## src/rtl/register_file_pkg.sv

```systemverilog
// register_file_pkg: shared defaults and bank-command decode for the register file
package register_file_pkg;

    localparam int DEF_DATA_WIDTH = 32;
    localparam int DEF_NUM_REGS   = 16;

    typedef enum logic [2:0] {
        IDLE,
        SAVE,
        RESTORE,
        SWAP,
        RESTORE_ERR
    } rf_cmd_e;

    // A save paired with an invalid restore still saves; the error is flagged separately
    function automatic rf_cmd_e decode_cmd(input logic save, input logic restore, input logic valid);
        return (save && restore && valid) ? SWAP :
               (restore && valid)         ? RESTORE :
               save                       ? SAVE :
               restore                    ? RESTORE_ERR : IDLE;
    endfunction

endpackage

```

## src/rtl/rf_entry.sv

```systemverilog
// rf_entry: one main/shadow register pair with write, save, restore and swap
module rf_entry #(
    parameter int DATA_WIDTH = 32,
    parameter bit HARD_ZERO  = 1'b0
) (
    input  logic                  clk_i,
    input  logic                  rst_ni,
    input  logic                  wr_i,
    input  logic [DATA_WIDTH-1:0] wr_data_i,
    input  logic                  save_i,
    input  logic                  restore_i,
    output logic [DATA_WIDTH-1:0] main_o
);

    logic [DATA_WIDTH-1:0] main_q, main_d, shadow_q, shadow_d;

    // Restore beats write; save copies the pre-edge main value, so save+restore swaps
    always_comb begin
        main_d   = HARD_ZERO ? '0 : (restore_i ? shadow_q : (wr_i ? wr_data_i : main_q));
        shadow_d = HARD_ZERO ? '0 : (save_i ? main_q : shadow_q);
    end

    // Both banks clear immediately on reset
    always_ff @(posedge clk_i or negedge rst_ni) begin
        if (!rst_ni) begin
            main_q   <= '0;
            shadow_q <= '0;
        end else begin
            main_q   <= main_d;
            shadow_q <= shadow_d;
        end
    end

    assign main_o = main_q;

endmodule

```

## src/rtl/register_file.sv

```systemverilog
// register_file: register bank with two read ports, bypassed write port and shadow bank
module register_file
    import register_file_pkg::*;
#(
    parameter int DATA_WIDTH = DEF_DATA_WIDTH,
    parameter int NUM_REGS   = DEF_NUM_REGS,
    parameter int ADDR_WIDTH = $clog2(NUM_REGS),
    parameter bit ZERO_REG   = 1'b1,
    parameter bit BYPASS     = 1'b1
) (
    input  logic                  clock,
    input  logic                  clear,
    input  logic                  wr_en,
    input  logic [ADDR_WIDTH-1:0] wr_addr,
    input  logic [DATA_WIDTH-1:0] wr_data,
    input  logic [ADDR_WIDTH-1:0] rd_addr_a,
    input  logic [ADDR_WIDTH-1:0] rd_addr_b,
    output logic [DATA_WIDTH-1:0] rd_data_a,
    output logic [DATA_WIDTH-1:0] rd_data_b,
    input  logic                  save,
    input  logic                  restore,
    output logic                  shadow_valid,
    output logic                  restore_err
);

    localparam int SLOTS = 2 ** ADDR_WIDTH;

    rf_cmd_e               cmd;
    logic                  do_save, do_restore, wr_hit;
    logic                  shadow_valid_q, shadow_valid_d, restore_err_q, restore_err_d;
    logic [DATA_WIDTH-1:0] regs [SLOTS];

    // Decode the bank command; restore or swap drops the concurrent write
    always_comb begin
        cmd            = decode_cmd(save, restore, shadow_valid_q);
        do_save        = cmd == SAVE || cmd == SWAP;
        do_restore     = cmd == RESTORE || cmd == SWAP;
        wr_hit         = wr_en && !do_restore && int'(wr_addr) < NUM_REGS && !(ZERO_REG && wr_addr == '0);
        shadow_valid_d = do_save ? 1'b1 : (do_restore ? 1'b0 : shadow_valid_q);
        restore_err_d  = restore && !shadow_valid_q;
    end

    // Status flags: shadow validity and the one-cycle restore error pulse
    always_ff @(posedge clock or negedge clear) begin
        if (!clear) begin
            shadow_valid_q <= 1'b0;
            restore_err_q  <= 1'b0;
        end else begin
            shadow_valid_q <= shadow_valid_d;
            restore_err_q  <= restore_err_d;
        end
    end

    // Unimplemented address slots read as zero so out-of-range reads need no extra mux
    for (genvar i = 0; i < SLOTS; i++) begin : g_reg
        if (i < NUM_REGS) begin : g_entry
            rf_entry #(
                .DATA_WIDTH(DATA_WIDTH),
                .HARD_ZERO (ZERO_REG && i == 0)
            ) u_entry (
                .clk_i    (clock),
                .rst_ni   (clear),
                .wr_i     (wr_hit && wr_addr == ADDR_WIDTH'(i)),
                .wr_data_i(wr_data),
                .save_i   (do_save),
                .restore_i(do_restore),
                .main_o   (regs[i])
            );
        end else begin : g_empty
            assign regs[i] = '0;
        end
    end

    assign rd_data_a    = (BYPASS && wr_hit && rd_addr_a == wr_addr) ? wr_data : regs[rd_addr_a];
    assign rd_data_b    = (BYPASS && wr_hit && rd_addr_b == wr_addr) ? wr_data : regs[rd_addr_b];
    assign shadow_valid = shadow_valid_q;
    assign restore_err  = restore_err_q;

endmodule

```

## config.mk

```make
export PLATFORM = sky130hd
export DESIGN_NAME = register_file
export DESIGN_NICKNAME = d
export VERILOG_FILES = /design/src/rtl/register_file_pkg.sv /design/src/rtl/rf_entry.sv /design/src/rtl/register_file.sv
export SDC_FILE = /design/constraint.sdc
export NUM_CORES = 2
export LEC_CHECK = 0
export ABC_AREA = 1
export CORE_ASPECT_RATIO = 1.25
export CORE_MARGIN = 5
export CORE_UTILIZATION = 30
export CTS_BUF_LIST = sky130_fd_sc_hd__clkbuf_8
export CTS_CLUSTER_DIAMETER = 60
export CTS_CLUSTER_SIZE = 30
export DETAILED_ROUTE_END_ITERATION = 8
export SYNTH_ARGS = -nofsm -noshare
export SYNTH_HDL_FRONTEND = slang
export SYNTH_SLANG_ARGS = --single-unit
```

## constraint.sdc

```tcl
create_clock -name clock -period 3.1 [get_ports clock]
set_input_delay 0.465 -clock clock [delete_from_list [all_inputs] [get_ports clock]]
set_output_delay 0.465 -clock clock [all_outputs]
set_load 0.01 [all_outputs]
```

Yosys cells after proc, flatten, opt, wreduce, memory -nomap -nowiden
Cells that the tools add are included.
- bits in registers: 962
- bits in latches: 0
- bits in writable memories: 0
- memory bits (read-only): 0
- word-level logic and storage cells: 145
- memories: 0
- add/subtract/negate cells: 0
- $mul: 0
- div/mod/pow operators: 0
- $lt $le $gt $ge: 2
- eq/ne operators: 20
- shifts and indexed selects: 0
- mux-type cells: 44
- bitwise gates (word level): 2
- reduce and logical (&&, ||, !) cells: 45
- operator list (kind ; count):
    2-to-1 mux 32 bit ; 36
    binary-select mux 32 bit (select 4 bit) ; 2
    equality test 4 bit (second input constant) ; 8
    nonzero test 2 bit ; 16
    logical AND 1 bit ; 23
    equality test 4 x 3 -> 1 bit (second input constant) ; 4
    2-to-1 mux 3 bit ; 4
    >= comparator 5 bit (second input constant) ; 2
    inverter 4 -> 5 bit ; 2
    equality test 4 x 2 -> 1 bit (second input constant) ; 2
    equality test 4 bit ; 2
    equality test 3 x 2 -> 1 bit (second input constant) ; 2
    equality test 4 x 1 -> 1 bit (second input constant) ; 1
    zero test 4 bit ; 1
    equality test 3 x 1 -> 1 bit (second input constant) ; 1
    zero test 1 bit ; 3
    logical OR 1 bit ; 2
    2-to-1 mux 1 bit ; 2

Depth between registers and ports, before layout
- depth after elaboration: 12
- depth in mapped cells: 11
- gate-level depth less buffers: 9

Cells and area by module
Synthesis repeated with hierarchy kept, for this count alone.
- cell total of the unflattened synthesis: 8277
- area total of the unflattened synthesis: 55438.2 um^2
- modules (own cells, without submodules) (module ; times used ; cells an instance ; area each (um^2) ; seq. area each (um^2)):
    rf_entry at g_reg[10].g_entry.u_entry ... ; 15 ; 375 ; 2906.5 ; 1601.5
    register_file ; 1 ; 2619 ; 11596.1 ; 50.0
    rf_entry at g_reg[0].g_entry.u_entry ; 1 ; 33 ; 244.0 ; 0.0

Worst setup path after synthesis
No wires, ideal clock.
- path type: input-to-output
- start point: in rd_addr_a[0]
- end point: out rd_data_a[31]
- arrival time: 1.551 ns
- setup slack: 1.084 ns
- stages: 10
- buffers on the path: 3
- path through: buf_2 -> buf_2 -> clkbuf_1 -> nand2_1 -> nand3_1 -> nand3_1 -> nand3_1 -> nand2_1 -> nand2_1 -> nand2_1
- longest elaborated chain between the ends: 5
- elaborated cells on any way between the ends: 7
- RTL lines (element ; line ; RTL):
    from (decl) ; register_file.sv:16 ; input logic [ADDR_WIDTH-1:0] rd_addr_a,
    inverter 4 -> 5 bit (implied by the code) ; register_file.sv:74 ; assign rd_data_a = (BYPASS && wr_hit && rd_addr_a == wr_addr) ? wr_data : regs[rd_addr_a];
    binary-select mux 32 bit (select 4 bit) ; register_file.sv:74 ;
    2-to-1 mux 32 bit (implied by the code) (2 in a row) ; register_file.sv:74 ;
    2-to-1 mux 32 bit * ; register_file.sv:74 ;
    to (decl) ; register_file.sv:18 ; output logic [DATA_WIDTH-1:0] rd_data_a,
Every way passes the cells marked *; elsewhere a longest branch is shown, timed or not. The select of a mux whose other input is x is not followed.

Final worst setup path
- start point: reg shadow_valid_q, in the netlist shadow_valid
- end point: out rd_data_a[9]
- longest elaborated chain between the ends: 10
- elaborated cells on any way between the ends: 12
- RTL lines (element ; line ; RTL):
    from (decl) ; register_file.sv:30 ; logic shadow_valid_q, shadow_valid_d, restore_err_q, restore_err_d;
    from (signal assigned) ; register_file.sv:49 ; shadow_valid_q <= shadow_valid_d;
    logical AND 1 bit ; register_file_pkg.sv:18 ; (restore && valid) ? RESTORE :
    2-to-1 mux 3 bit ; register_file_pkg.sv:18 ;
    2-to-1 mux 3 bit * ; register_file_pkg.sv:17 ; return (save && restore && valid) ? SWAP :
    equality test 3 x 2 -> 1 bit ; register_file.sv:37 ; do_restore = cmd == RESTORE || cmd == SWAP;
    logical OR 1 bit * ; register_file.sv:37 ;
    zero test 1 bit * ; register_file.sv:38 ; wr_hit = wr_en && !do_restore && int'(wr_addr) < NUM_REGS && !(ZERO_REG && wr_addr == '0);
    logical AND 1 bit * (2 in a row) ; register_file.sv:38 ;
    logical AND 1 bit * ; register_file.sv:74 ;
    2-to-1 mux 32 bit * ; register_file.sv:74 ;
Every way passes the cells marked *; elsewhere a longest branch is shown, timed or not.

==> impl_metrics.json <==
{
  "ys.flop_type": "dfrtp_1",
  "clk_pin_slew_ns": 0.14,
  "syn_area_um2": 48820,
  "p_seq_share_pct": 52.4,
  "area.growth.synth_to_final_pct": 12.29,
  "cts_tree": "built",
  "fp.dieW_um": 370.8,
  "finalCritPeriodShare_pct": 96.32,
  "maxSlewViolCount": 0,
  "slew_headroom_pct": 15.66,
  "swShare_pct": 36.82,
  "place_inst": 8407,
  "p_int_mw": 20.44,
  "crit_arrival_ns": 2.52,
  "worstSetupEndpoint": "rd_data_a[9]",
  "critPathLaunch": "shadow_valid$_DFFE_PN0P_",
  "syn_inst": 6415,
  "fp.dieArea_um2": 171000,
  "cp_max_fo": 7,
  "yosys_warnings": 0,
  "io_pins": 115,
  "antenna_found_initial": 9,
  "final_cells": 8523,
  "cts_inserted_buffers": 54,
  "hpwl_um": 102900,
  "avgRoutedWirePerCell_um": 20.61,
  "cp-end-kind": "output port",
  "grt_pass1_wl_um": 269100,
  "leakagePower_nw": 26.06,
  "switchingPower_mw": 11.91,
  "fin_worst_skew_ns": 0.04042,
  "clk_latency_ns": 0.81,
  "gp_congestion": 0.8255,
  "synth-seq-cells": 962,
  "ys_seq_area_share_pct": 49.31,
  "hold_path.class": "primary input to register",
  "core_area_um2": 161900,
  "power_frac_clock_pct": 21.1,
  "ant_nets": 0,
  "vias": 45226,
  "fmax_mhz": 334.9,
  "grt_usage_pct": 20.12,
  "drive_above_1_share_pct": 5.719,
  "initial_core_util_pct": 30.16,
  "r2r_cells": 7,
  "drc_errors": 0,
  "synthTopCellsByArea": "dfrtp_1 49%, nand2_1 18%, o221ai_1 8.6%",
  "hold_violations": 0,
  "viasPerCell": 5.306,
  "firstDrtPassIters": 6,
  "placementRows": 165,
  "yosysMostFrequentCell": "nand2_1",
  "drv_cap": 0,
  "startpoint_type": "register",
  "drt_iter0_drc": 4698,
  "avgSynthCellArea_um2": 7.611,
  "cts_num_sinks": 962,
  "r2r_slack_ns": 0.66,
  "outcome": "finished clean",
  "synth_top_area_share_pct": 49.31,
  "path_class": "register to output port",
  "cts_root_buffer": "clkbuf_8",
  "pwr-share-comb_pct": 26.4,
  "grt_max_degree": 150,
  "regToRegEndpoint": "g_reg[10].g_entry.u_entry.main_o[17]$_DFFE_PN0P_",
  "period_needed_ns": 2.986,
  "synth_edf_count": 0,
  "grt_pass1_vias": 43893,
  "wl_um": 175700,
  "worstReg2RegStart": "shadow_valid$_DFFE_PN0P_",
  "postSynth.asyncResetShare_pct": 100.0,
  "ir_worst_vdd_mv": 0.2885,
  "yosys-top-cells-count": "2,291 x nand2_1, 962 x dfrtp_1, 834 x nand3_1",
  "synthesis.nets": 6464,
  "clockBufferDepth": 3,
  "total_power_mw": 32.35,
  "synth_top_area_cell": "dfrtp_1",
  "port_buffers": 114,
  "grt_overflow": 0,
  "ys_types": 21,
  "powerDensity_nw_per_um2": 590.0,
  "htreeDepth": 2,
  "n_fill_cell": 16965,
  "setup_viol": 0,
  "required_ns": 2.63,
  "dieHeight_um": 461.0,
  "worst_pin_slew_ns": 1.262,
  "fin_nets": 6350
}
-- how the worst min path moves through the flow --
stage                      from                                           endpoint  slack [ns]  depth (start not counted)
after CTS                  save  g_reg[3].g_entry.u_entry.shadow_q[13]$_DFFE_PN0P_        0.03                          3
after global routing       save  g_reg[10].g_entry.u_entry.shadow_q[1]$_DFFE_PN0P_        0.06                          3
after floorplan           clear    g_reg[10].g_entry.u_entry.main_o[0]$_DFFE_PN0P_        0.17                          0
after global placement    clear     g_reg[8].g_entry.u_entry.main_o[9]$_DFFE_PN0P_        0.43                          1
after detailed placement  clear     g_reg[8].g_entry.u_entry.main_o[9]$_DFFE_PN0P_        0.43                          1
final                      save  g_reg[4].g_entry.u_entry.shadow_q[12]$_DFFE_PN0P_        0.09                          3
-- critical path, cell delays in order, from the launching register on --
cell and delay [ns]:
dfrtp_2 0.45, nand2_4 0.08, nand2_1 0.08, a21oi_4 0.14, buf_12 0.16, buf_12 0.13, buf_4 0.11, nand3_1 0.09
buf_4 0.18, nand2_1 0.06, dlygate4sd2_1 0.26
-- power by group through the flow --
stage / clock (mW) / combinational (mW) / sequential, mW
after global routing: 7.41 / 9.72 / 17.3
after detailed placement: 0 / 8.57 / 17.2
final: 6.84 / 8.55 / 17.0
after global placement: 0 / 8.29 / 17.1
after CTS: 7.00 / 8.52 / 16.9
after floorplan: 0 / 5.74 / 16.7
-- cell usage in the layout, fill, tap and decap left out, types with 2 or more instances in the layout --
master | netlist | layout
nand2_1 | 2291 | 2288
dfrtp_1 | 962 | 961
nand3_1 | 834 | 833
inv_1 | 815 | 811
o21ai_0 | 481 | 481
o221ai_1 | 480 | 480
buf_4 | 1 | 124
buf_12 | 0 | 87
clkbuf_8 | 0 | 59
dlygate4sd2_1 | 0 | 58
clkdlybuf4s50_1 | 0 | 39
nor2_1 | 27 | 18
nor2_4 | 0 | 14
inv_2 | 8 | 12
inv_6 | 0 | 11
clkinv_8 | 0 | 8
inv_8 | 0 | 6
buf_6 | 0 | 6
diode_2 | 0 | 5
inv_16 | 0 | 4
clkinv_2 | 0 | 4
clkdlybuf4s15_1 | 0 | 4
xor2_1 | 4 | 3
clkinvlp_4 | 0 | 3
clkinv_4 | 0 | 3
inv_12 | 0 | 3
dlymetal6s2s_1 | 0 | 3
inv_4 | 0 | 2
nand4_1 | 2 | 2
nor3_4 | 0 | 2
nand2_2 | 0 | 2
buf_16 | 0 | 2
buf_8 | 0 | 2
buf_2 | 133 | 2
-- metrics by stage --
stage	setup slack [ns]	utilization (%)	instance area (µm²)	hold slack [ns]	setup TNS (ns)
2_1_floorplan	1.084	-	48820	0.1694	0
3_3_place_gp	-0.02941	33.01	53430	0.4300	-0.3947
3_5_place_dp	-0.1119	33.01	53430	0.4287	-1.842
4_1_cts	-0.04130	33.84	54770	0.02532	-0.07507
5_1_grt	-0.0007343	33.87	54820	0.06025	-0.0007343
6_report	0.1142	33.87	54830	0.08861	0
-- state kept, by name (all words and copies together) (netlist names) --
signal                      cells
g.g_entry.u_entry.shadow_q    480
g.g_entry.u_entry.main_o      480
shadow_valid                    1
restore_err                     1
-- cell families (layout without fill, tap and decap cells) --
family | after synthesis | count (layout) | share of synthesized area [%]
DFF | 962 | 962 | 49.31
buffers and inverters | 1323 | 1255 | 10.52
and+or+nand+nor | 3161 | 3161 | 26.50
xor gates and xnor gates | 4 | 4 | 0.07175
other | 0 | 5 | 0
AOI/OAI and AO/OA | 965 | 965 | 13.60
-- cell type report --
| class | instances | area [µm²] | area share (%) |
|---|---|---|---|
| sequential | 962 | 24070 | 43.91 |
| multi-input combinational | 4130 | 19770 | 36.05 |
| timing repair buffer | 330 | 3849 | 7.020 |
| inverter | 823 | 3109 | 5.671 |
| tap | 2171 | 2716 | 4.955 |
| clock buffer | 57 | 784.5 | 1.431 |
| clock inverter | 45 | 514.2 | 0.9380 |
| antenna | 5 | 12.51 | 0.02282 |
-- what timing repair did --
action | 4_1_cts | 5_1_grt
gates cloned | 1 | 0
resized for setup | 69 | 8
hold buffers | 1 | 0
hold endpoints to repair | 115 | 0
buffers inserted | 5 | 2
endpoints found under the setup margin | 64 | 17
-- metal layers --
layer	routed length [µm]	vias up	track usage [%]
li1	-	20631	-
met1	72980	22197	27.00
met2	79540	2025	32.41
met3	15260	367	3.411
met4	7881	6	8.010
met5	34	-	0
(Power assumes the default switching activity.)
